### src/rtl/multicycle_add_sub.sv
// Digit-serial adder/subtractor: one DIGIT-bit ripple slice is reused NSLICE times.
// The carry is held in a register between slices, and the result is published only when the last slice completes.
module multicycle_add_sub #(
    parameter int WIDTH = 16,
    parameter int DIGIT = 4
) (
    input  logic             Clk,
    input  logic             Reset_n,
    input  logic             start,
    input  logic             sub,
    input  logic [WIDTH-1:0] A,
    input  logic [WIDTH-1:0] B,
    output logic             ready,
    output logic             done,
    output logic [WIDTH-1:0] S,
    output logic             c_out,
    output logic             ovf
);

    localparam int NSLICE = WIDTH / DIGIT;
    localparam int CW     = (NSLICE > 1) ? $clog2(NSLICE) : 1;

    typedef enum logic [1:0] {
        ST_IDLE = 2'd0,
        ST_BUSY = 2'd1,
        ST_DONE = 2'd2
    } state_t;

    // Returns {carry into slice MSB, carry out, sum} for one ripple slice.
    function automatic logic [DIGIT+1:0] slice_add(
        input logic [DIGIT-1:0] a,
        input logic [DIGIT-1:0] b,
        input logic             cin
    );
        logic [DIGIT:0]   c;
        logic [DIGIT-1:0] s;
        c    = '0;
        s    = '0;
        c[0] = cin;
        for (int i = 0; i < DIGIT; i++) begin
            s[i]   = a[i] ^ b[i] ^ c[i];
            c[i+1] = (a[i] & b[i]) | (a[i] & c[i]) | (b[i] & c[i]);
        end
        return {c[DIGIT-1], c[DIGIT], s};
    endfunction

    state_t           state_q;
    logic [WIDTH-1:0] a_q;
    logic [WIDTH-1:0] b_q;
    logic [WIDTH-1:0] psum_q;
    logic             carry_q;
    logic [CW-1:0]    cnt_q;
    logic [WIDTH-1:0] s_q;
    logic             c_out_q;
    logic             ovf_q;
    logic             ready_q;
    logic             done_q;

    logic [DIGIT-1:0] slice_sum_s;
    logic             slice_cout_s;
    logic             msb_cin_s;
    logic [WIDTH-1:0] psum_d;
    logic [WIDTH-1:0] a_d;
    logic [WIDTH-1:0] b_d;
    logic             last_s;

    // Slice arithmetic and next values of the shift registers.
    always_comb begin
        {msb_cin_s, slice_cout_s, slice_sum_s} = slice_add(a_q[DIGIT-1:0], b_q[DIGIT-1:0], carry_q);
        // New digit enters at the top so the LSB slice ends up in the low bits.
        psum_d = (psum_q >> DIGIT) | (WIDTH'(slice_sum_s) << (WIDTH - DIGIT));
        a_d    = a_q >> DIGIT;
        b_d    = b_q >> DIGIT;
        last_s = (cnt_q == CW'(NSLICE - 1));
    end

    // Control FSM with datapath registers and registered outputs.
    always_ff @(posedge Clk or negedge Reset_n) begin
        if (!Reset_n) begin
            state_q <= ST_IDLE;
            a_q     <= '0;
            b_q     <= '0;
            psum_q  <= '0;
            carry_q <= 1'b0;
            cnt_q   <= '0;
            s_q     <= '0;
            c_out_q <= 1'b0;
            ovf_q   <= 1'b0;
            ready_q <= 1'b1;
            done_q  <= 1'b0;
        end else begin
            case (state_q)
                ST_IDLE: begin
                    done_q <= 1'b0;
                    if (start) begin
                        a_q     <= A;
                        b_q     <= B ^ {WIDTH{sub}};
                        carry_q <= sub;
                        cnt_q   <= '0;
                        psum_q  <= '0;
                        ready_q <= 1'b0;
                        state_q <= ST_BUSY;
                    end else begin
                        ready_q <= 1'b1;
                    end
                end
                ST_BUSY: begin
                    a_q     <= a_d;
                    b_q     <= b_d;
                    psum_q  <= psum_d;
                    carry_q <= slice_cout_s;
                    if (last_s) begin
                        s_q     <= psum_d;
                        c_out_q <= slice_cout_s;
                        ovf_q   <= msb_cin_s ^ slice_cout_s;
                        done_q  <= 1'b1;
                        state_q <= ST_DONE;
                    end else begin
                        cnt_q   <= cnt_q + CW'(1);
                    end
                end
                ST_DONE: begin
                    done_q  <= 1'b0;
                    ready_q <= 1'b1;
                    state_q <= ST_IDLE;
                end
                default: begin
                    done_q  <= 1'b0;
                    ready_q <= 1'b1;
                    state_q <= ST_IDLE;
                end
            endcase
        end
    end

    assign ready = ready_q;
    assign done  = done_q;
    assign S     = s_q;
    assign c_out = c_out_q;
    assign ovf   = ovf_q;

endmodule
### config.mk
export PLATFORM = sky130hd
export DESIGN_NAME = multicycle_add_sub
export DESIGN_NICKNAME = d
export VERILOG_FILES = /design/src/rtl/multicycle_add_sub.sv
export SDC_FILE = /design/constraint.sdc
export NUM_CORES = 1
export LEC_CHECK = 0
export ABC_AREA = 1
export CORE_MARGIN = 8
export CORE_UTILIZATION = 57
export CTS_BUF_LIST = sky130_fd_sc_hd__clkbuf_16
export CTS_CLUSTER_SIZE = 8
export DETAILED_ROUTE_END_ITERATION = 6
export PLACE_DENSITY = 0.85
export SLEW_MARGIN = 15
export SYNTH_ARGS = -nofsm -noshare
export SYNTH_HDL_FRONTEND = slang
export SYNTH_SLANG_ARGS = --single-unit
### constraint.sdc
create_clock -name Clk -period 6.5 [get_ports Clk]
set_input_delay 1.3 -clock Clk [delete_from_list [all_inputs] [get_ports Clk]]
set_output_delay 1.3 -clock Clk [all_outputs]
set_load 0.02 [all_outputs]
After elaboration in Yosys (flattened, before gate mapping)
Index checks and enable logic that the tools add are counted.
Word-level totals
  bits in registers: 73
  latch bits: 0
  bits in writable memories: 0
  memory bits (read-only): 0
  input port bits: 36
  output and inout bits: 20
  word-level logic and storage cells: 72
  memories kept: 0
Operators by class
  add/sub/neg operators: 1
  multiply operators: 0
  divide/modulo/power cells: 0
  magnitude comparators: 0
  equal/unequal tests: 5
  shift operators: 0
  mux-type cells: 18
  bitwise gates (word level): 31
  reduce and logical (&&, ||, !) cells: 6
Operator list (count)
  $pmux 16 s2: 3
  $mux 16: 3
  $or 12x16->16: 1
  $xor 16x16->16: 1
  $and 1x1->1: 12
  $xor 1x1->1: 9
  $mux 2: 4
  $or 1x1->1: 8
  $pmux 2 s2: 2
  $ne 2x2->1 const B: 3
  $reduce_and 2->1: 3
  $mux 1: 4
  $pmux 1 s2: 2
  $reduce_and 3->1: 1
  $add 2x1->2 const B: 1
  $eq 2x1->1 const B: 1
  $eq 2x2->1 const B: 1
  $logic_not 2->1: 1
  $reduce_bool 2->1: 1

Longest topological paths before layout
  depth after elaboration: 13
  depth in mapped cells: 7
  depth with buffers taken out: 7

Worst setup path after synthesis
Ideal clock, no wire load.
  path kind: register to register
  start: register a_q[0]
  end: register carry_q
  library setup time: 0.068 ns
  data arrival time: 2.122 ns
  data required time: 6.432 ns
  setup slack: 4.310 ns
  cell stages (with the launch flop): 8
  buffers on the path: 0
  period minus slack after synthesis: 2.190 ns
  cell sequence: dfrtp_1 fa_1 inv_1 fa_1 fa_1 fa_1 or2_2 nand3_1
On the way
  cells in the longest elaborated chain, start to end: 13
  elaborated cells on any way between the ends: 17
Ends and longest elaborated chain
  from (decl): line 48  | logic [WIDTH-1:0] a_q;
  from (signal assigned): line 81  | a_q <= '0;
  from (signal assigned): line 96  | a_q <= A;
  from (signal assigned): line 108  | a_q <= a_d;
  $and 1x1->1: line 42  | c[i+1] = (a[i] & b[i]) | (a[i] & c[i]) | (b[i] & c[i]);
  $or 1x1->1 (*) (2 in a row): line 42
  $and 1x1->1: line 42
  $or 1x1->1: line 42
  $or 1x1->1 (*): line 42
  $and 1x1->1: line 42
  $or 1x1->1: line 42
  $or 1x1->1 (*): line 42
  $and 1x1->1: line 42
  $or 1x1->1: line 42
  $or 1x1->1 (*): line 42
  $pmux 1 s2 (*): line 92  | case (state_q)
  to (signal assigned): line 98  | carry_q <= sub;
  to (signal assigned): line 111  | carry_q <= slice_cout_s;
  to (decl): line 51  | logic carry_q;
Mark *: on every way between the ends. The rest lies on a longest branch, timed or not.
A chain may end at the register's enable or synchronous reset.

Final worst setup path
  start: input port sub
  end: register b_q[1]
On the way
  cells in the longest elaborated chain, start to end: 3
Ends and longest elaborated chain
  from (decl): line 10  | input logic sub,
  $xor 16x16->16: line 97  | b_q <= B ^ {WIDTH{sub}};
  $mux 16: line 95  | if (start) begin
  $pmux 16 s2: line 92
  to (signal assigned): line 97
  to (decl): line 49  | logic [WIDTH-1:0] b_q;
Every way passes these cells. The select of a mux whose other input is x is not followed.

==> tab_implementation.tex <==
\begin{tabular}{lr}
\hline
Metric & Value \\
\hline
\multicolumn{2}{l}{\textbf{Yosys}} \\
\quad Netlist cell types & 19 \\
\quad Number of synthesized register bits & 69 \\
\quad Xor and xnor fraction of the mapped netlist area & 0.01359 \\
\quad Synthesized netlist cell count & 404 \\
\quad Ys Warns & 0 \\
\quad Mean area per synthesized cell & 7.978 um\^{}2 \\
\quad Area fraction in compound gates after synthesis & 0.06522 \\
\quad Share of cell area taken by muxes after synthesis & 0 \\
\quad Summed instance area of the synthesized netlist & 3223 um\^{}2 \\
\quad Part of the Yosys area used for sequential elements & 0.5361 \\
\quad Post-synth net total & 445 \\
\quad Adder-cell share of the synthesized area & 0.02873 \\
\quad Dominant combinational cell family by area after synthesis & simple AND/OR/NAND/NOR gates \\
\quad Share of synthesized cell area in and, or, nand and nor gates & 0.2550 \\
\multicolumn{2}{l}{\textbf{GRT}} \\
\quad Overall routing resource usage & 0.1748 \\
\quad Initial antenna violation count & 0 \\
\quad Vias in the first global route & 2594 \\
\quad Wire length of the first global-routing pass & 12010 um \\
\quad Total gr overflow & 0 \\
\quad Maximum number of pins on one net before global-route repair & 70 \\
\multicolumn{2}{l}{\textbf{Power and ir drop}} \\
\quad Cell Pwr Density & 508.9 nW/um\^{}2 \\
\quad Maximum vdd ir drop & 0.3488 mV \\
\quad Overall Power & 2.063 mW \\
\quad Portion of total power attributed to the clock network & 0.218 \\
\quad Power Internal & 1.267 mW \\
\quad Part of the total power dissipated in combinational logic & 0.429 \\
\quad Sw Share & 0.3859 \\
\quad Leakage power figure & 2.095 nW \\
\quad NetSw & 0.7962 mW \\
\quad Flop pwr share & 0.354 \\
\multicolumn{2}{l}{\textbf{Finish}} \\
\quad Layout cell share with drive strength beyond 1 & 0.04605 \\
\quad Final \#Nets & 494 \\
\quad Commonest non-fill, non-tap cell in the layout & sky130\_fd\_sc\_hd\_\_nand2\_1 \\
\quad Area Overhead vs Synth & 25.78\% \\
\quad Highest-count cells in the layout ignoring fill and taps & 145 x sky130\_fd\_sc\_hd\_\_nand2\_1, 68 x sky130\_fd\_sc\_hd\_\_dfrtp\_1, 61 x sky130\_fd\_sc\_hd\_\_inv\_1, 54 x sky130\_fd\_sc\_hd\_\_clkdlybuf4s50\_1, 28 x sky130\_fd\_sc\_hd\_\_nand3\_1 \\
\quad Multi-input gate area & 1172 um\^{}2 \\
\quad Area used by sequential logic in the layout & 1728 um\^{}2 \\
\quad Fill count & 412 \\
\quad Number of diodes & 0 \\
\multicolumn{2}{l}{\textbf{STA}} \\
\quad Count of final max-slew check failures & 0 \\
\quad Period utilisation layout & 0.4316 \\
\quad Fin crit period & 2806 ps \\
\quad Unrepaired setup endpoints after global routing & no \\
\quad Summed negative setup slack over all endpoints & 0 ps \\
\quad Final hold violation count & 0 \\
\quad Highest Clock Rate & 356.4 MHz \\
\quad Transition at the pin with the smallest max-transition slack & 926.4 ps \\
\quad Worst max-slew margin expressed relative to the limit & 0.3802 \\
\quad Worst setup skew after layout & 2.570 ps \\
\quad Setup violators final & 0 \\
\multicolumn{2}{l}{\textbf{Min path}} \\
\quad Sink of the worst hold path & ready \\
\quad Hold wc startpoint & ready \\
\quad Hold Crit Class & reg -> reg \\
\quad Hold path depth & 2 \\
\multicolumn{2}{l}{\textbf{Run}} \\
\quad Maximum Capacitance Violations & 0 \\
\multicolumn{2}{l}{\textbf{Placed design}} \\
\quad Detailed-placement wirelength estimate & 4479 um \\
\quad Final GP Congestion & 0.7899 \\
\quad Count of input and output buffers & 55 \\
\multicolumn{2}{l}{\textbf{Die}} \\
\quad Boundary Pins & 56 \\
\quad Width of the die & 91.20 um \\
\quad Starting utilization of the core area & 0.5889 \\
\quad Core region area & 5473 um\^{}2 \\
\quad Die Y & 91.20 um \\
\quad Site Rows & 27 \\
\quad Die Outline Area & 8317 um\^{}2 \\
\multicolumn{2}{l}{\textbf{Setup path}} \\
\quad R2R Setup Slk & 3960 ps \\
\quad Largest fanout on the critical path & 18 \\
\quad Critical Path Sink Type & flop \\
\quad R2R Path End & a\_q[2] \\
\quad Path depth of the worst reg2reg path & 5 \\
\quad Type of element launching the critical path & input pin \\
\quad Crit path arrival time & 3010 ps \\
\quad Type of the worst setup path & in -> reg \\
\quad Required time reported for the critical path endpoint & 6710 ps \\
\quad Crit Reg-Reg Startpoint & state\_q[1] \\
\multicolumn{2}{l}{\textbf{Clock network}} \\
\quad Post-CTS Setup Repair Bufs & 0 \\
\quad Sinks on the clock net & 69 \\
\quad Buffer depth of the longest clock path & 2 \\
\quad Worst-Skew Late Latency & 320 ps \\
\quad Clock-pin slew on the worst setup and hold paths & 50 ps \\
\quad Gates resized, CTS repair & 0 \\
\quad Clock tree from TritonCTS & built \\
\quad Number of levels the H-tree was split into & 3 \\
\quad Number of hold-repair buffers added at the cts stage & 0 \\
\quad TritonCTS Buffers & 9 \\
\quad Root buffer cell & sky130\_fd\_sc\_hd\_\_clkbuf\_16 \\
\multicolumn{2}{l}{\textbf{Detailed routing}} \\
\quad Routed vias/inst & 4.968 \\
\quad Number of DRC markers in iteration 0 & 128 \\
\quad Number of optimization iterations in the first detailed-route pass & 4 \\
\quad Via Count & 2623 \\
\quad Average detailed-routed wire length per instance & 12.84 um \\
\quad Routed Wire Length & 6778 um \\
\quad Post-detailed-route count of antenna-violating nets & 0 \\
\quad Total DRC errors in the routed layout & 0 \\
\multicolumn{2}{l}{\textbf{Run status}} \\
\quad Result of the run & finished clean \\
\hline
\end{tabular}
==> power groups by stage <==
stage | Sequential [mW] | Combinational (mW) | Clock (mW)
5_1_grt | 0.751 | 1.01 | 0.479
2_1_floorplan | 0.780 | 0.563 | 0
3_3_place_gp | 0.723 | 0.856 | 0
3_5_place_dp | 0.734 | 0.885 | 0
6_report | 0.730 | 0.884 | 0.449
4_1_cts | 0.730 | 0.897 | 0.455
==> flip-flops by register name, summed over array words and instances, names as in the netlist <==
name	cells
S	16
state_q	2
done	1
carry_q	1
a_q	16
ready	1
c_out	1
b_q	16
psum_q	12
ovf	1
cnt_q	2
==> kinds of logic after synthesis <==
| family | Yosys count |
|---|---|
| xor+xnor | 5 |
| compound gates | 39 |
| simple gates | 205 |
| flops | 69 |
| buf+inv | 81 |
| fa+ha+maj | 5 |
==> critical path, stage by stage <==
cell and delay, ps:
sky130_fd_sc_hd__clkdlybuf4s50_1 920, sky130_fd_sc_hd__inv_1 380, sky130_fd_sc_hd__nand2_1 140, sky130_fd_sc_hd__nand3_1 90, sky130_fd_sc_hd__nand2_1 120, sky130_fd_sc_hd__nand2_1 60
==> final cells by class <==
class,instances,area share
Inverter,62,0.05741
Multi-Input combinational cell,254,0.2892
Clock buffer,9,0.05556
Clock inverter,5,0.01111
Timing Repair Buffer,57,0.1383
Sequential cell,69,0.4262
Tap cell,72,0.02222
==> worst max-delay path by stage <==
| stage | slack (ps) | cells past startpoint | start | to |
|---|---|---|---|---|
| after floorplan | 4310 | 7 | a_q[0] | carry_q |
| after global placement | 3470 | 6 | sub | b_q[3] |
| after detailed placement | 3380 | 6 | sub | b_q[2] |
| after CTS | 3710 | 6 | sub | b_q[1] |
| after global routing | 3530 | 6 | sub | b_q[1] |
| final | 3690 | 6 | sub | b_q[1] |
==> layer usage <==
metal | vias up | track usage | share of wire
met1 | 1219 | 0.2109 | 0.42
met2 | 66 | 0.2872 | 0.51
met4 | 0 | 0.07640 | 0.017
li1 | 1325 | - | -
met5 | - | 0 | 0
met3 | 13 | 0.04774 | 0.059
==> Yosys cell counts <==
master / instances / area [um^2]
sky130_fd_sc_hd__or2_2: 1 / 6.260
sky130_fd_sc_hd__o21ai_1: 1 / 5.000
sky130_fd_sc_hd__inv_2: 2 / 7.510
sky130_fd_sc_hd__clkbuf_1: 1 / 3.750
sky130_fd_sc_hd__nand2_1: 145 / 544.3
sky130_fd_sc_hd__xnor2_1: 5 / 43.79
sky130_fd_sc_hd__nand2_2: 2 / 12.51
sky130_fd_sc_hd__fa_1: 4 / 80.08
sky130_fd_sc_hd__dfstp_2: 1 / 26.28
sky130_fd_sc_hd__o21ai_0: 26 / 130.1
sky130_fd_sc_hd__o22ai_1: 12 / 75.07
sky130_fd_sc_hd__nand4_1: 1 / 6.260
sky130_fd_sc_hd__dfrtp_1: 68 / 1702
sky130_fd_sc_hd__ha_1: 1 / 12.51
sky130_fd_sc_hd__inv_1: 60 / 225.2
sky130_fd_sc_hd__buf_2: 18 / 90.09
sky130_fd_sc_hd__nor2_1: 27 / 101.4
sky130_fd_sc_hd__nor2_4: 1 / 11.26
sky130_fd_sc_hd__nand3_1: 28 / 140.1
==> per-stage QoR <==
step | instances | util | setup WS, ps | hold WS, ps | area [um^2]
6_report | 528 | 0.7407 | 3694 | 474.1 | 4054
5_1_grt | 528 | 0.7407 | 3533 | 477.6 | 4054
4_1_cts | 528 | 0.7407 | 3708 | 470.8 | 4054
3_5_place_dp | 514 | 0.6914 | 3382 | 464.7 | 3784
3_3_place_gp | 514 | 0.6914 | 3468 | 449.2 | 3784
2_1_floorplan | 404 | - | 4310 | 448.8 | 3223
Note: power is estimated with default switching activity, not from simulation.
